<file path="src/rtl/spi_pkg.sv">
// Shared types for the parametrised SPI master: SPI mode encoding, FSM states
// and the four standard CPOL/CPHA mode constants.
package spi_pkg;

  // Bit order matches the req_mode port: {CPOL, CPHA}.
  typedef struct packed {
    logic cpol;
    logic cpha;
  } spi_mode_t;

  typedef enum logic [2:0] {
    IDLE,
    SETUP,
    XFER,
    HOLD,
    DONE
  } spi_state_e;

  localparam spi_mode_t MODE0 = '{cpol: 1'b0, cpha: 1'b0};
  localparam spi_mode_t MODE1 = '{cpol: 1'b0, cpha: 1'b1};
  localparam spi_mode_t MODE2 = '{cpol: 1'b1, cpha: 1'b0};
  localparam spi_mode_t MODE3 = '{cpol: 1'b1, cpha: 1'b1};

endpackage

</file>
<file path="src/rtl/spi_edge_gen.sv">
// SPI clock generator. Divides sclk_senddata into CLK_DIV-cycle half-periods.
// tick marks the last cycle of each half-period; lead_edge/trail_edge are
// one-cycle strobes in that cycle when the following clock edge toggles spi_sclk.
// While clear is high the counter is held at zero and spi_sclk follows park.
module spi_edge_gen #(
  parameter int unsigned CLK_DIV = 4
) (
  input  logic sclk_senddata,
  input  logic rst,
  input  logic clear,
  input  logic toggle_en,
  input  logic park,
  output logic tick,
  output logic lead_edge,
  output logic trail_edge,
  output logic spi_sclk
);

  localparam int unsigned CntW = (CLK_DIV > 1) ? $clog2(CLK_DIV) : 1;

  logic [CntW-1:0] cnt_q;
  logic            sclk_q;

  assign tick       = !clear && (cnt_q == CntW'(CLK_DIV - 1));
  // Leading edge leaves the idle level, trailing edge returns to it.
  assign lead_edge  = tick && toggle_en && (sclk_q == park);
  assign trail_edge = tick && toggle_en && (sclk_q != park);
  assign spi_sclk   = sclk_q;

  // Half-period counter, free-running modulo CLK_DIV outside of clear.
  always_ff @(posedge sclk_senddata or negedge rst) begin
    if (!rst) begin
      cnt_q <= '0;
    end else if (clear || tick) begin
      cnt_q <= '0;
    end else begin
      cnt_q <= cnt_q + CntW'(1);
    end
  end

  // SPI clock level: park while cleared, toggle on enabled half-period boundaries.
  always_ff @(posedge sclk_senddata or negedge rst) begin
    if (!rst) begin
      sclk_q <= 1'b0;
    end else if (clear) begin
      sclk_q <= park;
    end else if (tick && toggle_en) begin
      sclk_q <= ~sclk_q;
    end
  end

endmodule

</file>
<file path="src/rtl/spi_master_param.sv">
// Parametrised SPI master: any word width, CPOL/CPHA per request, MSB/LSB first,
// NUM_CS one-hot active-low chip selects, valid/ready request, pulsed response.
// Build option: define SPI_LOOPBACK_EN to add the loopback input, which feeds
// the internal MOSI back as the sampled bit instead of the spi_miso pin.
module spi_master_param
  import spi_pkg::*;
#(
  parameter int unsigned DATA_W  = 8,
  parameter int unsigned NUM_CS  = 4,
  parameter int unsigned CLK_DIV = 4,
  localparam int unsigned CS_W   = (NUM_CS > 1) ? $clog2(NUM_CS) : 1
) (
  input  logic              sclk_senddata,
  input  logic              rst,
  input  logic              req_valid,
  output logic              req_ready,
  input  logic [DATA_W-1:0] req_data,
  input  logic [CS_W-1:0]   req_cs,
  input  logic [1:0]        req_mode,
  input  logic              req_lsb_first,
  output logic              rsp_valid,
  output logic [DATA_W-1:0] rsp_data,
  output logic              rsp_err,
  output logic              busy,
  output logic              spi_sclk,
  output logic              spi_mosi,
  input  logic              spi_miso,
`ifdef SPI_LOOPBACK_EN
  input  logic              loopback,
`endif
  output logic [NUM_CS-1:0] spi_cs_n
);

  localparam int unsigned HcW = $clog2(2 * DATA_W) + 1;

  function automatic logic [DATA_W-1:0] bit_rev(input logic [DATA_W-1:0] v);
    for (int i = 0; i < DATA_W; i++) begin
      bit_rev[i] = v[DATA_W-1-i];
    end
  endfunction

  spi_state_e        state_q;
  spi_mode_t         mode_q, mode_d;
  logic              lsb_q;
  logic              err_q;
  logic [DATA_W-1:0] tx_q;
  logic [DATA_W-1:0] rx_q;
  logic [HcW-1:0]    half_q;
  logic              mosi_q;
  logic [NUM_CS-1:0] cs_n_q;
  logic              req_ready_q;
  logic              rsp_valid_q;
  logic [DATA_W-1:0] rsp_data_q;
  logic              rsp_err_q;

  logic              accept;
  logic              bad_cs;
  logic [DATA_W-1:0] ordered;
  logic              miso_bit;
  logic              last_half;
  logic              skip_shift;
  logic              toggle_en;
  logic              gen_clear;
  logic              tick;
  logic              lead_edge;
  logic              trail_edge;
  logic              sample;
  logic              drive;

  assign accept  = req_valid && req_ready_q;
  assign bad_cs  = 32'(req_cs) >= NUM_CS;
  // tx_q always shifts out of its MSB, so LSB-first words are reversed on load.
  assign ordered = req_lsb_first ? bit_rev(req_data) : req_data;

  // Mode only changes on a good accept so a rejected request never moves sclk.
  assign mode_d  = (accept && !bad_cs) ? spi_mode_t'(req_mode) : mode_q;

`ifdef SPI_LOOPBACK_EN
  assign miso_bit = loopback ? mosi_q : spi_miso;
`else
  assign miso_bit = spi_miso;
`endif

  assign last_half  = (half_q == HcW'(2 * DATA_W - 1));
  // The edge entering the final half-period is the last trailing edge.
  assign skip_shift = (half_q == HcW'(2 * DATA_W - 2));
  assign toggle_en  = (state_q == SETUP) || ((state_q == XFER) && !last_half);
  assign gen_clear  = (state_q == IDLE) || (state_q == DONE);

  assign sample = mode_q.cpha ? trail_edge : lead_edge;
  assign drive  = mode_q.cpha ? lead_edge : (trail_edge && !skip_shift);

  spi_edge_gen #(
    .CLK_DIV (CLK_DIV)
  ) u_edge_gen (
    .sclk_senddata (sclk_senddata),
    .rst           (rst),
    .clear         (gen_clear),
    .toggle_en     (toggle_en),
    .park          (mode_d.cpol),
    .tick          (tick),
    .lead_edge     (lead_edge),
    .trail_edge    (trail_edge),
    .spi_sclk      (spi_sclk)
  );

  // Transfer FSM with shift/capture datapath and registered outputs.
  always_ff @(posedge sclk_senddata or negedge rst) begin
    if (!rst) begin
      state_q     <= IDLE;
      mode_q      <= MODE0;
      lsb_q       <= 1'b0;
      err_q       <= 1'b0;
      tx_q        <= '0;
      rx_q        <= '0;
      half_q      <= '0;
      mosi_q      <= 1'b0;
      cs_n_q      <= '1;
      req_ready_q <= 1'b0;
      rsp_valid_q <= 1'b0;
      rsp_data_q  <= '0;
      rsp_err_q   <= 1'b0;
    end else begin
      rsp_valid_q <= 1'b0;
      mode_q      <= mode_d;
      if (sample) begin
        rx_q <= {rx_q[DATA_W-2:0], miso_bit};
      end
      if (drive) begin
        mosi_q <= tx_q[DATA_W-1];
        tx_q   <= tx_q << 1;
      end
      unique case (state_q)
        IDLE: begin
          req_ready_q <= 1'b1;
          if (accept) begin
            req_ready_q <= 1'b0;
            lsb_q       <= req_lsb_first;
            half_q      <= '0;
            rx_q        <= '0;
            if (bad_cs) begin
              err_q   <= 1'b1;
              state_q <= DONE;
            end else begin
              err_q   <= 1'b0;
              cs_n_q  <= ~(NUM_CS'(1) << req_cs);
              state_q <= SETUP;
              // CPHA=0 presents the first bit before the first clock edge.
              if (!req_mode[0]) begin
                mosi_q <= ordered[DATA_W-1];
                tx_q   <= ordered << 1;
              end else begin
                tx_q   <= ordered;
              end
            end
          end
        end
        SETUP: begin
          if (tick) begin
            state_q <= XFER;
          end
        end
        XFER: begin
          if (tick) begin
            half_q <= half_q + HcW'(1);
            if (last_half) begin
              state_q <= HOLD;
            end
          end
        end
        HOLD: begin
          if (tick) begin
            cs_n_q  <= '1;
            state_q <= DONE;
          end
        end
        DONE: begin
          rsp_valid_q <= 1'b1;
          rsp_err_q   <= err_q;
          rsp_data_q  <= err_q ? '0 : (lsb_q ? bit_rev(rx_q) : rx_q);
          req_ready_q <= 1'b1;
          state_q     <= IDLE;
        end
        default: begin
          state_q <= IDLE;
        end
      endcase
    end
  end

  assign req_ready = req_ready_q;
  assign rsp_valid = rsp_valid_q;
  assign rsp_data  = rsp_data_q;
  assign rsp_err   = rsp_err_q;
  assign busy      = (state_q != IDLE);
  assign spi_mosi  = mosi_q;
  assign spi_cs_n  = cs_n_q;

endmodule
</file>
<file path="config.mk">
export PLATFORM = sky130hd
export DESIGN_NAME = spi_master_param
export DESIGN_NICKNAME = d
export VERILOG_FILES = /design/src/rtl/spi_pkg.sv /design/src/rtl/spi_edge_gen.sv /design/src/rtl/spi_master_param.sv
export SDC_FILE = /design/constraint.sdc
export NUM_CORES = 1
export LEC_CHECK = 0
export ABC_CLOCK_PERIOD_IN_PS = 5000
export CAP_MARGIN = 25
export CORE_UTILIZATION = 35
export DETAILED_ROUTE_END_ITERATION = 8
export HOLD_SLACK_MARGIN = 0.1
export SLEW_MARGIN = 40
export SYNTH_ARGS = -nofsm -noshare
export SYNTH_HDL_FRONTEND = slang
export SYNTH_SLANG_ARGS = --single-unit
</file>
<file path="constraint.sdc">
create_clock -name sclk_senddata -period 5 [get_ports sclk_senddata]
set_input_delay 1 -clock sclk_senddata [delete_from_list [all_inputs] [get_ports sclk_senddata]]
set_output_delay 1 -clock sclk_senddata [all_outputs]
set_load 0.05 [all_outputs]
</file>
==> key figures, run 1 <==
Yosys
  • Mapped Cells: 241
  • Mean Syn Cell Area: 9.86 µm²
  • Distinct cells, synth: 46
  • Synthesized area: approximately 2400 µm²
  • Syn. warnings: 0
  • Area leader, netlist: dfrtp_1
  • Area contributors post-synth: dfrtp_1 43%, mux2i_1 8.8%, dfstp_2 4.4%, nand2_1 3.9%, nor2_1 3.9%
  • Sequential share of the synthesized area: 47.6%
  • Yosys reg bits: 45
  • Mapped Nets: 262
  • Top cell type's share of synthesized area: 43.2%

Final layout
  • Final-layout fill cell count: approximately 650
  • N_diodes: 0
  • Layout Cells excl Fill: approximately 340
  • Final core utilization: a little over two fifths
  • Share of cells above drive strength 1: about 10%
  • Layout area overhead: 19.1%
  • NumNets Final: 287
  • Finished Cell Area: 2830 µm²

STA
  • Worst Clk Skew: 0.00568 ns
  • Worst Tran Pin Value: 0.587 ns
  • Fin crit share: 61.0%
  • Max Slew Vio Count: 0
  • Crit path time final: 3.05 ns
  • FMAX: 0.328 GHz
  • Worst Setup Slack, final: 1.95 ns
  • Setup_tns: 0 ns
  • Final hold slack: 0.438 ns
  • Final hold viol count: 0
  • Relative slew slack: roughly three fifths
  • # setup viols final: 0
  • RSZ-0062 raised after global routing: false

Setup path
  • Max incr delay on CP: 0.49 ns
  • FF-to-FF path depth: 7
  • CP bufs+invs: 1
  • Crit-path leading delay family: simple AND/OR/NAND/NOR gates
  • Flop2flop setup slack: 2.29 ns
  • Worst-path maximum fanout: 9
  • Worst EP required: 5.20 ns
  • R2r startpoint: half_q[1]
  • Setup crit start kind: primary input
  • CP cell instances: clkdlybuf4s50_1 -> and3_4 -> or3_1 -> a21oi_2 -> nand3b_1 -> mux2i_1
  • Crit path capture type: flip-flop
  • FF-to-FF End: rx_q[1]
  • Crit path arrival time: 3.25 ns
  • Crit path kind: in -> reg
  • Slowest-stage cell, CP: clkdlybuf4s50_1

Route
  • Routed Antenna Nets: 0
  • Drt total wl: around 4700 µm
  • DR iter-0 viols: between 100 and 150
  • Vias per inst: 5.13
  • Routed WL per cell: about 14 µm
  • Pre-antenna DRT Iters: 6
  • Total number of vias: 1,766
  • DRC violations left: 4

Placed design
  • DP Area: about 2700 µm²
  • Buffers on Ports: 33
  • Place WS: 1.66 ns
  • Detail Placement HPWL: roughly 3300 µm
  • Final RePlAce weighted congestion: 0.770
  • Cells after DPL: 336

Status
  • Failing checks: design-rule violations
  • Outcome: finished, violations left

Clock network
  • Root buf cell: clkbuf_8
  • Clock transition at path regs: 0.08 ns
  • CTS tree: yes
  • Clk_lat worst skew: between 0.2 and 0.3 ns
  • Clk sinks: between 40 and 50
  • H-tree Lvls: 2
  • CTS Hold Bufs: 0
  • Post-CTS setup repair buffer count: 0
  • Longest Clk Path Bufs: 2
  • CTS Buf Count: 5
  • Post-CTS Resized: 0

Floorplanning
  • IO Pins: 35
  • Die Width: 84.4 µm
  • Die Area: slightly above 7000 µm²
  • Initial core utilization: 36.8%
  • Die height: between 80 and 90 µm
  • Placement Rows: 29
  • Core area: roughly 6500 µm²

Global route
  • Initial antenna violation count: 0
  • Largest net degree at the start of global routing: 46
  • First-pass GRT wire length: 8340 µm
  • Total congestion overflow: 0
  • Vias in the first global route: approximately 1,800
  • Aggregate global-route resource usage: 14.5%

Min path
  • Worst Hold Path EP: u_edge_gen.cnt_q[0]
  • Hold_sp: u_edge_gen.cnt_q[0]
  • Min-delay worst type: reg -> reg
  • Number of cells on the worst hold path: 1

Job
  • Max_cap viols: 0

Power and ir drop
  • Worst VDD drop: 304 µV
  • Power Density: 573 nW/µm²
  • Overall power: 1.62 mW
  • Static leakage: 1.24 nW
flip-flops by register name (all words and copies together) (netlist names):
register             cells
mode_q                   2
lsb_q                    1
state_q                  3
rx_q                     8
rsp_data                 8
spi_mosi                 1
u_edge_gen.spi_sclk      1
half_q                   5
spi_cs_n                 4
rsp_valid                1
req_ready                1
tx_q                     8
u_edge_gen.cnt_q         2
routing by layer:
metal / global-route usage, % / share of wire, %
met5: 0 / 0
met3: 2.95 / 2.5
met4: 4.62 / 1.0
met2: 25.0 / 47
met1: 18.5 / 49
worst max path at each step:
stage | startpoint | endpoint | slack [ns] | cells past startpoint
after floorplan | req_valid | tx_q[1] | 2.52 | 6
after global placement | req_valid | rx_q[4] | 1.77 | 6
after detailed placement | req_valid | rx_q[1] | 1.66 | 6
after CTS | state_q[1] | busy | 1.97 | 2
after global routing | req_valid | rx_q[1] | 1.86 | 6
final | req_valid | rx_q[1] | 1.95 | 6
placed cells by master, fill, tap and decap left out, types with 7 or more instances in the layout:
| cell type | netlist | routed |
|---|---|---|
| dfrtp_1 | 41 | 41 |
| clkdlybuf4s50_1 | 0 | 32 |
| nor2_1 | 25 | 25 |
| nand2_1 | 25 | 25 |
| mux2i_1 | 21 | 21 |
| a21oi_1 | 15 | 15 |
| nand3_1 | 12 | 12 |
| o211ai_1 | 9 | 9 |
| a31oi_1 | 7 | 7 |
| o21ai_0 | 7 | 7 |
| clkbuf_8 | 0 | 7 |
final cells by class:
class | instances | area (µm²) | area share (%)
multi-input combinational | 175 | 1150 | 40.6
clock buffer | 7 | 96.3 | 3.41
timing repair buffer | 33 | 328 | 11.6
inverter | 6 | 22.5 | 0.796
clock inverter | 1 | 5.00 | 0.177
tap | 77 | 96.3 | 3.41
sequential | 45 | 1130 | 40.0
Yosys cell counts, drive strengths merged:
library cell  count
or3b              1
nand3b            2
nor2             25
dfstp             4
or3               3
a211oi            1
and3b             1
nor2b             2
a31oi             7
xnor2             1
and3              3
conb              1
mux2i            21
nand4             1
a2111o            1
a21boi            1
dfrtp            41
a2111oi           1
and4b             1
nand2            26
ha                4
a21oi            17
o21ai             8
o221ai            2
o211ai            9
mux2              2
buf               9
nor3              3
mux4              2
nor3b             2
a211o             2
xor2              4
nand3            12
inv               6
or2               1
and2              2
clkbuf            6
nand2b            6
power by group:
group,total (mW),internal (mW),switching [mW]
registers,0.630,0.510,0.120
logic,0.746,0.284,0.462
clock network,0.245,0.125,0.120
total,1.62,0.919,0.702
cells by family after synthesis:
logic type                 synth area share (%)
and+or+nand+nor                            18.9
other                                     0.158
DFF                                        47.6
buffers and inverters                      4.00
xor gates and xnor gates                   1.84
AOI/OAI and AO/OA                          13.7
muxes                                      11.7
adders and majority gates                  2.11
No activity file was read; power rests on OpenSTA's default activity.
==> inputs of run 2 (changes only) <==
--- a/config.mk
+++ b/config.mk
@@ -5,7 +5,7 @@
 export SDC_FILE = /design/constraint.sdc
 export NUM_CORES = 1
 export LEC_CHECK = 0
-export ABC_CLOCK_PERIOD_IN_PS = 5000
+export ABC_CLOCK_PERIOD_IN_PS = 3000
 export CAP_MARGIN = 25
 export CORE_UTILIZATION = 35
 export DETAILED_ROUTE_END_ITERATION = 8
==> constraint.sdc (replaced) <==
create_clock -name sclk_senddata -period 3 [get_ports sclk_senddata]
set_input_delay 0.6 -clock sclk_senddata [delete_from_list [all_inputs] [get_ports sclk_senddata]]
set_output_delay 0.6 -clock sclk_senddata [all_outputs]
set_load 0.05 [all_outputs]
==> run 2 against run 1 <==
  * The run still ends with design-rule violations left
  * Register-to-register slack got worse by 1.8 ns
  * Critical path type is now reg -> out
  * Flip-flop and latch count did not move
  * Count of clock-buffer cells in the layout fell by 2
  * Critical endpoint is now busy
  * First-iteration DRC count fell by 2.6%
  * Non-clock buffer count rose by 3
  * Power rose by 67%
  * Combinational power rose by 69%
  * Worst setup slack got worse by 1.6 ns
  * Critical path depth fell by 4
  * Clock skew rose by 0.0021 ns
  * Cell count rose by 0.87%
  * Design area rose by 0.44%
==> key figures, run 2 (synthesis results as in run 1) <==
Route
  • DRC violations left: 4
  • Total number of vias: 1,782
  • Routed WL per cell: 13.1 µm
  • Pre-antenna DRT Iters: 6
  • Vias per inst: 5.14
  • Routed Antenna Nets: 0
  • DR iter-0 viols: 114
  • Drt total wl: 4560 µm

Global route
  • Largest net degree at the start of global routing: 28
  • Vias in the first global route: 1,748
  • Initial antenna violation count: 0
  • Aggregate global-route resource usage: 13.9%
  • First-pass GRT wire length: between 7000 and 8000 µm
  • Total congestion overflow: 0

STA
  • Fin crit share: 87.0%
  • Crit path time final: 2.61 ns
  • Max Slew Vio Count: 0
  • RSZ-0062 raised after global routing: false
  • Final hold viol count: 0
  • FMAX: roughly 0.38 GHz
  • # setup viols final: 0
  • Worst Tran Pin Value: around 0.56 ns
  • Setup_tns: 0 ns
  • Worst Clk Skew: 0.00783 ns
  • Relative slew slack: 62.9%

Clock network
  • CTS tree: yes
  • Longest Clk Path Bufs: 2
  • Clk_lat worst skew: 0.30 ns
  • CTS Hold Bufs: 0
  • Clock transition at path regs: 0.09 ns
  • Root buf cell: clkbuf_8
  • Post-CTS Resized: 0
  • Clk sinks: 45
  • CTS Buf Count: 5
  • H-tree Lvls: 2
  • Post-CTS setup repair buffer count: 0

Setup path
  • Crit path arrival time: ~2.0 ns
  • Setup crit start kind: flip-flop
  • Crit. Startpoint: state_q[1]
  • CP cell instances: or3_1 -> clkdlybuf4s50_1
  • Slowest-stage cell, CP: clkdlybuf4s50_1
  • Crit path kind: reg -> out
  • Crit-path leading delay family: buffers and inverters
  • Worst EP required: 2.40 ns
  • Worst-path maximum fanout: 13
  • CP bufs+invs: 1
  • R2r startpoint: half_q[1]
  • Crit path capture type: output pin
  • Max incr delay on CP: 0.72 ns

Floorplanning
  • Die height: 84.4 µm
  • Core area: 6460 µm²
  • Placement Rows: 29
  • Die Area: 7120 µm²
  • IO Pins: 35
  • Initial core utilization: 36.8%
  • Die Width: 84.4 µm

Power and ir drop
  • Overall power: around 2.7 mW
  • Worst VDD drop: 553 µV
  • Static leakage: 1.25 nW
  • Power Density: 950 nW/µm²

Placed design
  • Detail Placement HPWL: 3300 µm
  • Cells after DPL: 339
  • Buffers on Ports: 33
  • Final RePlAce weighted congestion: 0.805

Job
  • Max_cap viols: 0

Final layout
  • Layout Cells excl Fill: between 300 and 400
  • Share of cells above drive strength 1: 10.7%
  • NumNets Final: 290
  • Commonest cells after routing, fill and taps aside: 41 x dfrtp_1, 32 x clkdlybuf4s50_1, 25 x nor2_1, 25 x nand2_1, 21 x mux2i_1
  • Layout area overhead: 19.6%
  • Commonest non-fill, non-tap cell in the layout: dfrtp_1
  • N_diodes: 0

Status
  • Failing checks: design-rule violations
  • Outcome: finished, violations left

Min path
  • Min-delay worst type: in -> async
[run 2: layout make-up]
| cell class | instances | area (µm²) |
|---|---|---|
| Clock buffer | 5 | 68.8 |
| Inverter | 6 | 22.5 |
| Sequential cell | 45 | 1130 |
| Timing Repair Buffer | 36 | 348 |
| Tap cell | 77 | 96.3 |
| Multi-Input combinational cell | 175 | 1150 |
| Clock inverter | 3 | 25.0 |
| Fill cell | 640 | 3620 |
[run 2: where the power goes]
group          internal [mW]  switching [mW]  leakage, nW
clock                  0.170           0.223       0.0452
sequential             0.849           0.198        0.567
combinational          0.486           0.773        0.637
[run 2: final timing paths]
path                                            end  slack (ns)  cells after the start
worst max-delay path                           busy        0.39                      2
worst min-delay path                        tx_q[0]        0.23                      1
worst max register to register              tx_q[1]        0.47                      8
worst min register to register  u_edge_gen.cnt_q[0]        0.47                      1
max in group asynchronous                   tx_q[5]        2.09                      2
min in group sclk_senddata      u_edge_gen.cnt_q[0]        0.47                      1
[run 2: metal layers]
layer / up-vias / track usage (%) / share of wire (%) / routed length, µm
li1: 904 / - / - / -
met3: 5 / 3.05 / 3.2 / 146
met5: - / 0 / 0 / 0
met4: 0 / 4.16 / 0.88 / 40
met2: 30 / 23.5 / 47 / 2160
met1: 843 / 17.8 / 49 / 2220
[run 2: through the flow]
step                instance area [µm²]  worst slack, ns  utilization (%)  hold slack, ns
floorplan                          2380            0.734                -           0.304
global placement                   2750            0.333             42.5           0.429
detailed placement                 2750            0.304             42.5           0.465
CTS                                2840            0.372             44.0           0.238
global route                       2840            0.192             44.0           0.253
finish                             2840            0.390             44.0           0.226
==> edit 1 (settings of run 2) <==
The 5 states of `spi_state_e` get a one-hot encoding in 5 bits.
--- a/src/rtl/spi_pkg.sv
+++ b/src/rtl/spi_pkg.sv
@@ -8,12 +8,12 @@
     logic cpha;
   } spi_mode_t;
 
-  typedef enum logic [2:0] {
-    IDLE,
-    SETUP,
-    XFER,
-    HOLD,
-    DONE
+  typedef enum logic [4:0] {
+    IDLE  = 5'b00001,
+    SETUP = 5'b00010,
+    XFER  = 5'b00100,
+    HOLD  = 5'b01000,
+    DONE  = 5'b10000
   } spi_state_e;
 
   localparam spi_mode_t MODE0 = '{cpol: 1'b0, cpha: 1'b0};
Check against the original RTL: same outputs for any inputs over 10 cycles, from zero or initial values and one cycle with rst low; not proved beyond that.
==> edit 1 against run 2 <==
Setup slack got worse by 0.24 ns. Total power fell by 19%. Final area rose by 2.0%. Combinational power fell by 29%. Highest routed layer unchanged. Sequential cell count rose by 2. Routed wire length rose by 0.31%. Critical path type unchanged. Synthesized area rose by 1.8%. Via count rose by 0.11%.
==> edit 1: results (changes against run 2) <==
| Metric | Value |
|---|---|
| Placed inst area | `2820 µm² (was 2750 µm²)` |
| R2r worst-path depth | `9 (was 8)` |
| Worst slew pin tran | `0.622 ns (was 0.557 ns)` |
| Worst skew pair latency | `0.31 ns` |
| Share of cells above drive strength 1 | `12.9% (was 10.7%)` |
| Vias | `1784 (was 1782)` |
| Starting DRC count in detailed routing | `62 (was 114)` |
| GP Congestion | `0.775 (was 0.805)` |
| Initial antenna violation count | `0 (unchanged)` |
| Top-area cell type share of the netlist area | `43.4% (was 43.2%)` |
| Critical Path Fanout Max | `8 (was 13)` |
| Syn_nets | `260 (was 262)` |
| Fill count | `602 (was 640)` |
| Placed instance count | `342 (was 339)` |
| ANT cells | `0 (unchanged)` |
| Vias per Instance | `5.11 (was 5.14)` |
| Post-synthesis sequential area ratio | `48.9% (was 47.6%)` |
| Initial DRT Pass Iterations | `4 (was 6)` |
| Clk_skew | `0.0133 ns (was 0.00783 ns)` |
| WP data arrival | `2.25 ns (was 2.01 ns)` |
| Clock-pin slew on the worst setup and hold paths | `0.09 ns (about the same)` |
| Setup crit start | `state_q[2]$_DFFE_PN0P_ (was state_q[1]$_DFFE_PN0P_)` |
| HPWL after detailed placement | `3230 µm (was 3300 µm)` |
| Synth area leaders | `dfrtp_1 (43%), mux2i_1 (8.3%), nand2_1 (5.7%), dfstp_2 (5.4%), o21ai_0 (3.3%) (was dfrtp_1 (43%), mux2i_1 (8.8%), dfstp_2 (4.4%), nand2_1 (3.9%), nor2_1 (3.9%))` |
| Syn Area/Cell | `10.1 µm² (was 9.86 µm²)` |
| Reg2reg start | `half_q[0]$_DFFE_PN0P_ (was half_q[1]$_DFFE_PN0P_)` |
| Run status | `finished clean (was finished with violations)` |
| Pleak | `0.00122 µW (was 0.00125 µW)` |
| Synth unique cells | `47 (was 46)` |
| Overall global routing resource usage | `14.1% (was 13.9%)` |
| Max frequency | `351 MHz (was 383 MHz)` |
| Syn. warnings | `0 (unchanged)` |
| Most common library cells after synthesis | `dfrtp_1 (42), nand2_1 (37), mux2i_1 (20) (was dfrtp_1 (41), nand2_1 (25), nor2_1 (25))` |
| Reg2reg setup slack | `0.89 ns (was 0.47 ns)` |
| Final net count | `293 (was 290)` |
| H-tree Lvls | `2 (unchanged)` |
| Routed WL | `4580 µm (was 4560 µm)` |
| VDD IR max | `0.474 mV (was 0.553 mV)` |
| R2r endpoint | `spi_mosi$_DFF_PN0_ (was tx_q[1]$_DFF_PN0_)` |
| First-pass GRT wire length | `8050 µm (was 7930 µm)` |
edit 1: power breakdown:
part / internal, µW / switching (µW)
sequential: 791 / 129
combinational: 372 / 518
clock: 160 / 215
total: 1320 / 862
edit 1: final cells by class:
cell class	count	area, µm²	share of cell area (%)
clock buffer	5	68.8	2.37
clock inverter	2	13.8	0.475
inverter	4	15.0	0.518
multi-input combinational	177	1170	40.3
sequential	47	1180	40.8
tap	77	96.3	3.32
timing repair buffer	37	355	12.3
edit 1: metal layers:
layer	track usage (%)	part of all wire, %	up-vias
met3	4.09	3.6	6
li1	-	-	908
met5	0	0	-
met4	4.62	1.5	0
met2	23.2	47	26
met1	17.8	48	844
edit 1: logic make-up (layout without fill, tap and decap cells):
kind of cell / after synthesis / after routing / share of synthesized area, %
simple gates: 90 / 90 / 17.9
other cells: 1 / 1 / 0.155
compound gates: 47 / 47 / 11.9
fa+ha+maj: 4 / 4 / 2.07
xor+xnor: 5 / 5 / 1.81
buf+inv: 15 / 48 / 2.90
mux: 30 / 30 / 14.3
flops: 47 / 47 / 48.9
edit 1: through the flow:
stage	hold WS, ns	setup slack [ns]
after detailed placement	0.440	0.368
after global placement	0.430	0.404
after global routing	0.287	0.0151
after floorplan	0.304	0.869
final	0.246	0.151
after CTS	0.262	0.142
edit 1: worst min-delay path by stage:
stage / start / endpoint / slack (ns) / depth (start not counted)
6_report: rst / rsp_data[3]$_DFFE_PN0P_ / 0.25 / 1
4_1_cts: rst / rsp_data[4]$_DFFE_PN0P_ / 0.26 / 1
5_1_grt: rst / rsp_data[4]$_DFFE_PN0P_ / 0.29 / 1
3_3_place_gp: u_edge_gen.cnt_q[0]$_DFF_PN0_ / u_edge_gen.cnt_q[0]$_DFF_PN0_ / 0.43 / 1
2_1_floorplan: rst / half_q[0]$_DFFE_PN0P_ / 0.30 / 0
3_5_place_dp: u_edge_gen.cnt_q[0]$_DFF_PN0_ / u_edge_gen.cnt_q[0]$_DFF_PN0_ / 0.44 / 1
edit 1: worst register-to-register path: cells and delay by family, from the launching register on:
family | cells | cell delay, ns
flops | 1 | 0.42
mux | 2 | 0.30
simple gates | 2 | 0.37
buf+inv | 1 | 0.20
compound gates | 2 | 0.30
fa+ha+maj | 2 | 0.41
==> edit 2 (config.mk and constraints of run 2) <==
Without the edit above. Add a define of `SPI_LOOPBACK_EN`.
--- a/src/rtl/spi_master_param.sv
+++ b/src/rtl/spi_master_param.sv
@@ -2,6 +2,8 @@
 // NUM_CS one-hot active-low chip selects, valid/ready request, pulsed response.
 // Build option: define SPI_LOOPBACK_EN to add the loopback input, which feeds
 // the internal MOSI back as the sampled bit instead of the spi_miso pin.
+`define SPI_LOOPBACK_EN
+
 module spi_master_param
   import spi_pkg::*;
 #(
Ports: changed (added loopback); port bits go from 35 to 36. No check against the original RTL was run, so the function may have changed too.
==> edit 2 against run 2 <==
The run still ends with design-rule violations left. Global-route usage is 0.22 points lower. Final cell count is 0.86% lower. Total power is 2.4% lower. Clock power is 1% lower. Final area is 1.0% higher. Clock skew is 0.00067 ns higher. Routed wire length is 2.9% higher. Setup slack worse by 0.028 ns. Core utilization is 0.20 points higher. Maximum frequency is 1.1% lower. Synthesized area is 1.0% higher. Sequential cell count stayed put. Synthesized cell count is 2.1% lower. Largest power group unchanged.
==> edit 2: results (changes against run 2) <==
| Metric | Value |
|---|---|
| Worst hold margin | `0.298 ns (was 0.226 ns)` |
| WL met2 | `2260 µm (was 2160 µm)` |
| Synth Area in Adders | `2.09% (was 2.11%)` |
| Port bufs | `34 (was 33)` |
| Reg2reg setup slack | `0.79 ns (was 0.47 ns)` |
| Post-synthesis sequential area ratio | `47.1% (was 47.6%)` |
| Fill count | `617 (was 640)` |
| Synth area leaders | `dfrtp_1 (43%), mux2i_1 (9.6%), nand2_1 (5.3%), dfstp_2 (4.4%), o211ai_2 (3.6%) (was dfrtp_1 (43%), mux2i_1 (8.8%), dfstp_2 (4.4%), nand2_1 (3.9%), nor2_1 (3.9%))` |
| Share of cells above drive strength 1 | `12.4% (was 10.7%)` |
| Synth Area in Compound Gates | `13.7% (about the same)` |
| R2r worst-path depth | `9 (was 8)` |
| GP Congestion | `0.786 (was 0.805)` |
| Vias | `1765 (was 1782)` |
| Met3 Resource Use GR | `3.24% (was 3.05%)` |
| Run status | `finished with violations (unchanged)` |
| Max frequency | `379 MHz (was 383 MHz)` |
| Starting DRC count in detailed routing | `86 (was 114)` |
| Largest net degree at the start of global routing | `46 (was 28)` |
| HPWL after detailed placement | `3350 µm (was 3300 µm)` |
| Most common library cells after synthesis | `dfrtp_1 (41), nand2_1 (34), mux2i_1 (23) (was dfrtp_1 (41), nand2_1 (25), nor2_1 (25))` |
| Met2 Use GR | `22.1% (was 23.5%)` |
| R2r endpoint | `rx_q[7]$_DFF_PN0_ (was tx_q[1]$_DFF_PN0_)` |
| First-pass GRT wire length | `7760 µm (was 7930 µm)` |
| Slew headroom | `61.6% (was 62.9%)` |
| Mux share of post-synthesis cell area | `12.9% (was 11.7%)` |
| Routed WL | `4690 µm (was 4560 µm)` |
| DRC Markers | `2 (was 4)` |
| Pleak | `0.00127 µW (was 0.00125 µW)` |
| Overall global routing resource usage | `13.6% (was 13.9%)` |
| Final net count | `288 (was 290)` |
| Violated checks | `design-rule violations (unchanged)` |
| Syn_nets | `258 (was 262)` |
edit 2: kinds of logic (layout without fill, tap and decap cells):
logic type	count (synthesis)	in the layout
compound gates	45	45
xor+xnor	5	5
fa+ha+maj	4	4
buf+inv	21	52
flops	45	45
mux	28	28
other cells	1	1
simple gates	87	87
edit 2: through the flow:
| step | instance area [µm²] | std cells | util (%) | power (µW) |
|---|---|---|---|---|
| 2_1_floorplan | 2400 | 236 | - | 1920 |
| 3_3_place_gp | 2780 | 336 | 42.8 | 2250 |
| 3_5_place_dp | 2780 | 336 | 42.8 | 2270 |
| 4_1_cts | 2870 | 344 | 44.2 | 2660 |
| 5_1_grt | 2870 | 344 | 44.2 | 2810 |
| 6_report | 2870 | 344 | 44.2 | 2640 |
edit 2: area by class of cell:
| type | instances | area share [%] |
|---|---|---|
| inverter | 5 | 0.654 |
| sequential | 45 | 39.4 |
| multi-input combinational | 170 | 40.4 |
| tap | 77 | 3.36 |
| timing repair buffer | 39 | 13.1 |
| clock buffer | 8 | 3.14 |
